===== src/rtl/dmem_access_ctrl.sv =====
// Load/store sequencer between the core's memory stage and a synchronous data BRAM.
// Decodes func3/address into lane masks, rejects bad accesses, and waits out BRAM read latency.
module dmem_access_ctrl #(
    parameter int ADDR_WIDTH   = 10,
    parameter int BRAM_LATENCY = 1,
    localparam int DATA_WIDTH  = 32,
    localparam int FUNC3_WIDTH = 3
) (
    input  logic                   clk,
    input  logic                   rst_n,
    input  logic                   req_valid,
    output logic                   req_ready,
    input  logic                   req_we,
    input  logic [FUNC3_WIDTH-1:0] req_func3,
    input  logic [DATA_WIDTH-1:0]  req_addr,
    input  logic [DATA_WIDTH-1:0]  req_wdata,
    output logic                   rsp_valid,
    input  logic                   rsp_ready,
    output logic [DATA_WIDTH-1:0]  rsp_rdata,
    output logic [3:0]             rsp_byte_mask,
    output logic [FUNC3_WIDTH-1:0] rsp_func3,
    output logic                   rsp_err,
    output logic                   busy,
    output logic                   bram_en,
    output logic [3:0]             bram_we,
    output logic [ADDR_WIDTH-1:0]  bram_addr,
    output logic [DATA_WIDTH-1:0]  bram_wdata,
    input  logic [DATA_WIDTH-1:0]  bram_rdata
);

    localparam int LAT_W = 2;

    typedef enum logic [1:0] {
        S_IDLE   = 2'd0,
        S_ACCESS = 2'd1,
        S_WAIT   = 2'd2,
        S_RESP   = 2'd3
    } state_t;

    state_t state_reg, state_next;

    logic [ADDR_WIDTH-1:0]  addr_reg;
    logic [DATA_WIDTH-1:0]  wdata_reg;
    logic [3:0]             mask_reg;
    logic [3:0]             rsp_mask_reg;
    logic [FUNC3_WIDTH-1:0] func3_reg;
    logic                   we_reg;
    logic                   err_reg;
    logic [LAT_W-1:0]       lat_cnt_reg;
    logic [DATA_WIDTH-1:0]  rdata_reg;

    logic [1:0]            off;
    logic [3:0]            dec_mask;
    logic                  dec_err;
    logic                  addr_hi_nz;
    logic [DATA_WIDTH-1:0] dec_wdata;
    logic                  accept;

    assign off        = req_addr[1:0];
    assign accept     = req_valid & req_ready;
    assign dec_wdata  = req_wdata << {off, 3'b000};
    assign addr_hi_nz = |(req_addr >> (ADDR_WIDTH + 2));

    // func3[1:0] selects the access size; func3[2] only marks an unsigned load.
    always_comb begin
        dec_mask = 4'b0000;
        case (req_func3[1:0])
            2'b00:   dec_mask = 4'b0001 << off;
            2'b01:   dec_mask = off[1] ? 4'b1100 : 4'b0011;
            2'b10:   dec_mask = 4'b1111;
            default: dec_mask = 4'b0000;
        endcase
    end

    always_comb begin
        dec_err = 1'b0;
        if (req_func3[1:0] == 2'b01 && off[0])
            dec_err = 1'b1;
        if (req_func3[1:0] == 2'b10 && off != 2'b00)
            dec_err = 1'b1;
        if (req_func3 == 3'b011 || req_func3[2:1] == 2'b11)
            dec_err = 1'b1;
        if (req_we && req_func3[2])
            dec_err = 1'b1;
        if (addr_hi_nz)
            dec_err = 1'b1;
    end

    always_ff @(posedge clk) begin
        if (!rst_n)
            state_reg <= S_IDLE;
        else
            state_reg <= state_next;
    end

    always_comb begin
        state_next = state_reg;
        case (state_reg)
            S_IDLE:   if (accept) state_next = dec_err ? S_RESP : S_ACCESS;
            S_ACCESS: state_next = we_reg ? S_RESP : S_WAIT;
            S_WAIT:   if (lat_cnt_reg == LAT_W'(1)) state_next = S_RESP;
            S_RESP:   if (rsp_ready) state_next = S_IDLE;
            default:  state_next = S_IDLE;
        endcase
    end

    always_comb begin
        req_ready = (state_reg == S_IDLE) & rst_n;
        bram_en   = (state_reg == S_ACCESS);
        bram_we   = (state_reg == S_ACCESS && we_reg) ? mask_reg : 4'b0000;
        rsp_valid = (state_reg == S_RESP);
        busy      = (state_reg != S_IDLE);
    end

    // Request fields are frozen at accept so the core may move on immediately.
    always_ff @(posedge clk) begin
        if (!rst_n) begin
            addr_reg     <= '0;
            wdata_reg    <= '0;
            mask_reg     <= '0;
            rsp_mask_reg <= '0;
            func3_reg    <= '0;
            we_reg       <= 1'b0;
            err_reg      <= 1'b0;
            lat_cnt_reg  <= '0;
            rdata_reg    <= '0;
        end else begin
            if (accept) begin
                addr_reg     <= req_addr[ADDR_WIDTH+1:2];
                wdata_reg    <= dec_wdata;
                mask_reg     <= dec_mask;
                rsp_mask_reg <= dec_err ? 4'b0000 : dec_mask;
                func3_reg    <= req_func3;
                we_reg       <= req_we;
                err_reg      <= dec_err;
                rdata_reg    <= '0;
            end
            if (state_reg == S_ACCESS && !we_reg)
                lat_cnt_reg <= LAT_W'(BRAM_LATENCY);
            else if (state_reg == S_WAIT)
                lat_cnt_reg <= lat_cnt_reg - LAT_W'(1);
            if (state_reg == S_WAIT && lat_cnt_reg == LAT_W'(1))
                rdata_reg <= bram_rdata;
        end
    end

    assign bram_addr     = addr_reg;
    assign bram_wdata    = wdata_reg;
    assign rsp_rdata     = rdata_reg;
    assign rsp_byte_mask = rsp_mask_reg;
    assign rsp_func3     = func3_reg;
    assign rsp_err       = err_reg;

endmodule

===== config.mk =====
export PLATFORM = sky130hd
export DESIGN_NAME = dmem_access_ctrl
export DESIGN_NICKNAME = d
export VERILOG_FILES = /design/src/rtl/dmem_access_ctrl.sv
export SDC_FILE = /design/constraint.sdc
export NUM_CORES = 1
export LEC_CHECK = 0
export CAP_MARGIN = 15
export CORE_MARGIN = 1
export CORE_UTILIZATION = 37
export DETAILED_ROUTE_END_ITERATION = 10
export PLACE_DENSITY = 0.81
export SLEW_MARGIN = 20
export SYNTH_ARGS = -nofsm -noshare
export SYNTH_HDL_FRONTEND = slang
export SYNTH_SLANG_ARGS = --single-unit

===== constraint.sdc =====
create_clock -name clk -period 1.6 [get_ports clk]
set_input_delay 0.32 -clock clk [delete_from_list [all_inputs] [get_ports clk]]
set_output_delay 0.32 -clock clk [all_outputs]
set_load 0.01 [all_outputs]

==> summary.md, run 1 <==
| Metric | Value |
|---|---|
| WHS Endpoint | `lat_cnt_reg[1]` |
| Achievable Freq | `0.630 GHz` |
| Cell taking the most area after synthesis | `dfxtp_1` |
| Die Width | `105 um` |
| Slew Viols, Final | `0` |
| Worst setup SP type | `flop` |
| GP Congestion | `0.833` |
| DRT Wirelength | `13000 um` |
| Vias in the first global route | `4295` |
| Syn Nets | `595` |
| 1st-iter DRT viols | `231` |
| Routed Antenna Nets | `0` |
| Worst slew pin tran | `440 ps` |
| # fillers | `805` |
| CTS Buffer Depth | `2` |
| Multi-input logic area | `2080 um^2` |
| Hold Path Depth | `3` |
| Grt total ovfl | `0` |
| Largest net degree at the start of global routing | `47` |
| WP data required | `1860 ps` |
| Slew headroom | `70.7%` |
| Leak | `3.23 nW` |
| VDD IR max | `0.535 mV` |
| Clk_lat worst skew | `350 ps` |
| Hold Fails Final Rpt | `0` |
| Max_cap viols | `0` |
| Library cells used by synthesis | `36` |
| CP delay by family, top | `compound AO/OA/AOI/OAI gates` |
| R2r endpoint | `state_reg[0]` |
| CP Buf/Inv Count | `2` |
| DR vias | `4302` |
| Post-layout min period | `1590 ps` |
| Final setup vio count | `0` |
| Worst EP arrival | `1840 ps` |
| Syn Inst Count | `485` |
| Largest cells by area after synthesis | `dfxtp_1 46%, nand3_1 9.2%, nand2_1 8.0%` |
| Share of layout cells above drive strength 1 | `14.6%` |
| Max incr delay on CP | `370 ps` |
| CP Capture Type | `flop` |
| Worst-path clk slew | `90 ps` |
| Worst-path cell chain | `buf_6 > ha_4 > a222oi_1 > buf_4 > o21ai_2 > a221oi_2` |
| Clk sinks | `91` |
| Synthesized area | `3960 um^2` |
| Reg-to-reg setup timing slack | `10 ps` |
| Dpl cells | `814` |
| # hold bufs at CTS | `0` |
| Reg2reg path depth | `6` |
| Clock skew | `7.43 ps` |
| Die area | `11100 um^2` |
| Antenna Cells | `0` |
| Initial antenna violation count | `0` |
| Sequential area share after synthesis | `46.1%` |
| Setup_tns | `0 ps` |
| RSZ-0062 raised after global routing | `true` |
| CORE AREA | `10300 um^2` |
| Crit path kind | `reg2reg` |
| PortBufs | `193` |
| Remaining DRCs | `0` |
| Hold Crit Class | `in2reg` |
| Yosys reg bits | `91` |
| CTS buffer count | `9` |
| Row Count | `37` |
| Top cell type's share of synthesized area | `46.1%` |
| Reg2Reg Launch Point | `state_reg[1]` |
| CTS tree | `yes` |
| H-tree depth | `3` |
| First-pass GRT wire length | `20300 um` |
| Root buffer cell | `clkbuf_8` |
| Hold slack | `277 ps` |
| Starting density of the core | `38.3%` |
| Final Cycle Share | `99.2%` |
| Slowest-stage cell, CP | `dfxtp_4` |
| Status | `finished clean` |
| Wire per inst | `15.6 um` |
| Synth-to-Final Area Change | `71.6%` |
| GRT Total Usage | `22.8%` |
| Nets@finish | `802` |
| Hold_sp | `rst_n` |
| I/O pins | `194` |
| Power density over cell area | `1090 nW/um^2` |
| Die height | `105 um` |
| Total power | `7.39 mW` |
| DR pass1 iterations | `6` |
| Syn_area_per_cell | `8.15 um^2` |
| Maximum fanout along the worst path | `3` |
| Post-route non-filler standard cell count | `833` |
| Ys Warns | `0` |
| Vias per inst | `5.16` |
| Seq. cell area | `1830 um^2` |
| Post-DP HPWL | `9550 um` |
layout by cell type (no fill, tap or decap), drive strengths merged:
master	count
a21oi	49
and3	4
nand4	1
nand2	84
o21a	1
and2	2
nor3b	1
nor2b	12
nor2	14
bufinv	4
nand3	73
clkbuf	11
clkdlybuf4s50	138
ha	6
a32o	1
o21ai	33
a222oi	2
xnor2	1
clkinv	1
dlymetal6s2s	41
mux2	8
nor4	5
dlygate4sd2	5
dfxtp	91
buf	51
nand2b	2
a211oi	1
or3	1
a21boi	17
a311oi	1
a221oi	1
inv	8
mux2i	17
nor3	10
cells in the mapped netlist:
cell type	instances
and2_2	1
dfxtp_1	91
xnor2_1	1
a21oi_1	49
o21ai_1	1
nor2b_1	12
buf_6	1
nand2b_1	2
ha_1	6
and3_1	4
clkbuf_1	14
a311oi_1	1
a221oi_1	1
nor2_4	1
a211oi_1	1
mux2i_1	17
a21boi_0	17
nor4_1	5
a222oi_1	2
o21a_1	1
nand2_1	84
nor3_1	9
buf_1	5
or3_1	1
nor3b_1	1
mux2_2	8
a32o_1	1
nor2_1	13
nand4_1	1
buf_4	3
buf_2	16
nand3_1	73
inv_1	8
o21ai_0	32
nor3_2	1
and2_1	1
cells by family after synthesis:
group                    after synthesis  synth area share, %
multiplexers                          25                 6.58
flip-flops                            91                 46.1
AO/OA/AOI/OAI                        106                 15.2
adder cells (fa/ha/maj)                6                 1.90
XOR/XNOR                               1                0.221
AND/OR/NAND/NOR                      209                 24.6
buffers and inverters                 47                 5.44
metrics by stage:
step	cell area, um^2	worst slack, ps	utilization, %
finish	6790	12.5	65.7
floorplan	3960	30.8	-
CTS	6550	-15.7	63.5
detailed placement	6240	-396	60.4
global route	6790	-80.1	65.7
global placement	6240	-248	60.4
tightest hold or removal path, delay by kind of cell:
family	cells	cell delay, ps
buffers and inverters	1	160
AND/OR/NAND/NOR	2	100
worst max-delay path by stage:
stage | slack, ps | startpoint | endpoint | cells after the start
final | 10 | state_reg[1] | state_reg[0] | 6
after global placement | -250 | req_addr[12] | rsp_byte_mask[3] | 5
after CTS | -20 | state_reg[0] | req_ready | 5
after floorplan | 30 | state_reg[0] | state_reg[0] | 5
after detailed placement | -400 | req_addr[24] | rsp_byte_mask[1] | 5
after global routing | -80 | state_reg[0] | mask_reg[3] | 7
metal layers:
| layer | part of all wire [%] | routed length (um) | GRT usage (%) |
|---|---|---|---|
| met1 | 41 | 5380 | 26.5 |
| met2 | 50 | 6490 | 40.5 |
| met3 | 6.4 | 839 | 4.33 |
| met4 | 2.5 | 323 | 9.96 |
| met5 | 0 | 0 | 0 |
area by class of cell:
cell class,instances,area share [%]
timing repair buffer,235,35.5
multi-input combinational,347,30.7
sequential,91,27.0
tap,136,2.51
clock buffer,11,1.94
clock inverter,5,1.84
inverter,8,0.516
power breakdown:
part,switching [mW],internal (mW),leakage (nW),total [mW]
Combinational,1.23,1.38,2.36,2.61
Sequential,0.205,2.59,0.741,2.79
Clock,0.793,1.20,0.128,1.99
repair_timing:
item / CTS / global route
endpoints found under the setup margin: 61 / 99
setup buffers: 2 / 1
endpoints found under the hold margin: 0 / 0
pin swaps: 6 / 12
resized for setup: 58 / 78
cloned: 1 / 0
Power figures use the tool's default switching activity.
==> run 2: changes to the inputs <==
Settings changed: SKIP_LAST_GASP set to 1.
==> run 2 against run 1 <==
  * The flow now finishes with violations (negative setup slack)
  * Non-clock buffer count decreased by 1
  * Combinational power about the same
  * Clock power about the same
  * Maximum frequency decreased by 0.79%
  * Global-route usage about the same
  * Total power decreased by 0.20%
  * Utilization decreased by 0.52 points
  * Sequential share of layout area increased by 0.18 points
  * Worst setup slack got worse by 13 ps
  * Clock skew decreased by 2.4 ps
  * Critical path type is now reg2out
  * Largest power group unchanged
  * Highest routed layer unchanged
==> summary.md, run 2 (synthesized netlist as in run 1, its figures left out) <==
| Metric | Value |
|---|---|
| Status | `finished with violations` |
| Failing checks | `negative setup slack` |
| Final Cycle Share | `100% (+0.79 points)` |
| Root buffer cell | `clkbuf_8` |
| DR pass1 iterations | `6 (unchanged)` |
| CP Capture Type | `output port` |
| Hold Crit Class | `in2reg` |
| Worst-path cell chain | `inv_4 > ha_4 > and3_1 > buf_2` |
| Fin util | `65.2% (-0.52 points)` |
| Row Count | `37 (unchanged)` |
| Remaining DRCs | `0 (unchanged)` |
| Leak | `3.22 nW (-0.25%)` |
| Share of layout cells above drive strength 1 | `14.1% (-0.57 points)` |
| Die height | `105 um (unchanged)` |
| Worst slew pin tran | `435 ps (-5.12 ps)` |
| Post-layout min period | `1600 ps (+12.6 ps)` |
| Multi-input logic area | `2070 um^2 (-0.60%)` |
| Seq. cell area | `1830 um^2 (-0.14%)` |
| 1st-iter DRT viols | `214 (-7.4%)` |
| Pint | `5.15 mW (-0.33%)` |
| Logic pwr share | `35.4% (about the same)` |
| Clk_lat worst skew | `340 ps (about the same)` |
| Worst-path clk slew | `90 ps (about the same)` |
| Routed Antenna Nets | `0 (unchanged)` |
| DRT Wirelength | `13000 um (+0.12%)` |
| Slew Viols, Final | `0 (unchanged)` |
| Psw | `2.23 mW (about the same)` |
| # hold bufs at CTS | `0 (unchanged)` |
| Largest net degree at the start of global routing | `47 (unchanged)` |
| Commonest non-fill, non-tap cell in the layout | `clkdlybuf4s50_1` |
| Sw Ratio | `30.3% (+0.089 points)` |
| Grt total ovfl | `0 (unchanged)` |
| Post-route non-filler standard cell count | `833 (unchanged)` |
| Wire per inst | `15.7 um (+0.12%)` |
| Crit path kind | `reg2out` |
| Clock network power share | `26.8% (about the same)` |
| Vias in the first global route | `4298 (+0.070%)` |
| # fillers | `810 (+0.62%)` |
| Antenna Cells | `0 (unchanged)` |
| CORE AREA | `10300 um^2 (unchanged)` |
| Final setup vio count | `1 (+1)` |
| Clock skew | `5.01 ps (-2.43 ps)` |
| Vias per inst | `5.14 (-0.40%)` |
| Achievable Freq | `0.625 GHz (-0.79%)` |
| Slowest-stage cell, CP | `dfxtp_2` |
| Die area | `11100 um^2 (unchanged)` |
| Most frequent cells in the layout | `139 x clkdlybuf4s50_1, 88 x dfxtp_1, 84 x nand2_1` |
| VDD IR max | `0.536 mV (+0.13%)` |
| First-pass GRT wire length | `20300 um (about the same)` |
| Dpl cells | `814 (unchanged)` |
| CTS tree | `yes` |
| GP Congestion | `0.833 (unchanged)` |
| Starting density of the core | `38.3% (unchanged)` |
| Reg-to-reg setup timing slack | `10 ps (about the same)` |
| PortBufs | `193 (unchanged)` |
| RSZ-0062 raised after global routing | `true` |
| I/O pins | `194 (unchanged)` |
| DR vias | `4285 (-0.40%)` |
| Initial antenna violation count | `0 (unchanged)` |
| Worst EP arrival | `1280 ps (-560 ps)` |
| Power density over cell area | `1100 nW/um^2 (+0.60%)` |
| CTS buffer count | `9 (unchanged)` |
| Die Width | `105 um (unchanged)` |
| Nets@finish | `802 (unchanged)` |
| Max incr delay on CP | `380 ps (about the same)` |
| Slew headroom | `71.0% (+0.34 points)` |
| Post-DP HPWL | `9550 um (unchanged)` |
| Clk sinks | `91 (unchanged)` |
| Max_cap viols | `0 (unchanged)` |
| Setup ws final | `-0.162 ps (-12.6 ps)` |
| CTS Buffer Depth | `2 (unchanged)` |
| GRT Total Usage | `22.8% (about the same)` |
| WP data required | `1280 ps (-580 ps)` |
| Worst setup SP type | `flop` |
| Reg power frac | `37.7% (about the same)` |
| Synth-to-Final Area Change | `70.2%` |
| Maximum fanout along the worst path | `6 (+3)` |
| Hold Fails Final Rpt | `0 (unchanged)` |
| H-tree depth | `3 (unchanged)` |
[run 2: cell types whose count changed in the layout (fill, tap and decap cells not counted), sizes merged]
cell | before | now
buf | 51 | 50
clkdlybuf4s50 | 138 | 139
and2 | 2 | 3
dlymetal6s2s | 41 | 40
[run 2: final timing paths]
path / start / to / cells past startpoint
worst max register to register: state_reg[1] / state_reg[0] / 6
worst min-delay path: rst_n / lat_cnt_reg[1] / 3
worst max-delay path: state_reg[1] / bram_we[1] / 4
worst min register to register: bram_addr[8] / bram_addr[8] / 2
[run 2: layout make-up]
cell class,instances,share of cell area (%)
flip-flops and latches,91,27.2
multi-input cells,348,30.7
clock buffers,11,1.95
clock inverters,5,1.86
well taps,136,2.53
repair buffers,234,35.3
inverters,8,0.520
[run 2: per-stage QoR]
step	worst slack, ps	total power, mW	setup TNS (ps)	hold WS, ps	instance area, um^2
global route	-47.2	7.73	-335	279	6730
detailed placement	-396	5.21	-10760	446	6240
CTS	-70.2	7.27	-181	268	6560
finish	-0.162	7.38	-0.162	277	6730
floorplan	30.8	3.83	0	419	3960
global placement	-248	5.12	-7940	441	6240
[run 2: layer usage]
metal	global-route usage [%]	part of all wire (%)	vias to the layer above
met2	40.6	49	175
li1	-	-	2089
met4	9.96	2.6	0
met1	26.5	41	1991
met5	0	0	-
met3	4.27	6.7	30
[run 2: power groups by stage]
stage	clock [mW]	sequential [mW]	combinational (mW)
after floorplan	0	2.89	0.936
after global placement	0	2.78	2.34
after detailed placement	0	2.80	2.42
after CTS	2.01	2.77	2.50
after global routing	2.09	2.82	2.82
final	1.98	2.78	2.61
[run 2: what timing repair did]
action	4_1_cts	5_1_grt
setup endpoints to repair	61	104
gates resized for setup	54	71
buffers inserted	2	0
gates cloned	1	1
pin swaps	4	11
[run 2: worst max-delay path: cells and delay by family (launching register included)]
family | cells | cell delay (ps)
simple gates | 1 | 180
flops | 1 | 380
buf+inv | 2 | 200
fa+ha+maj | 1 | 170
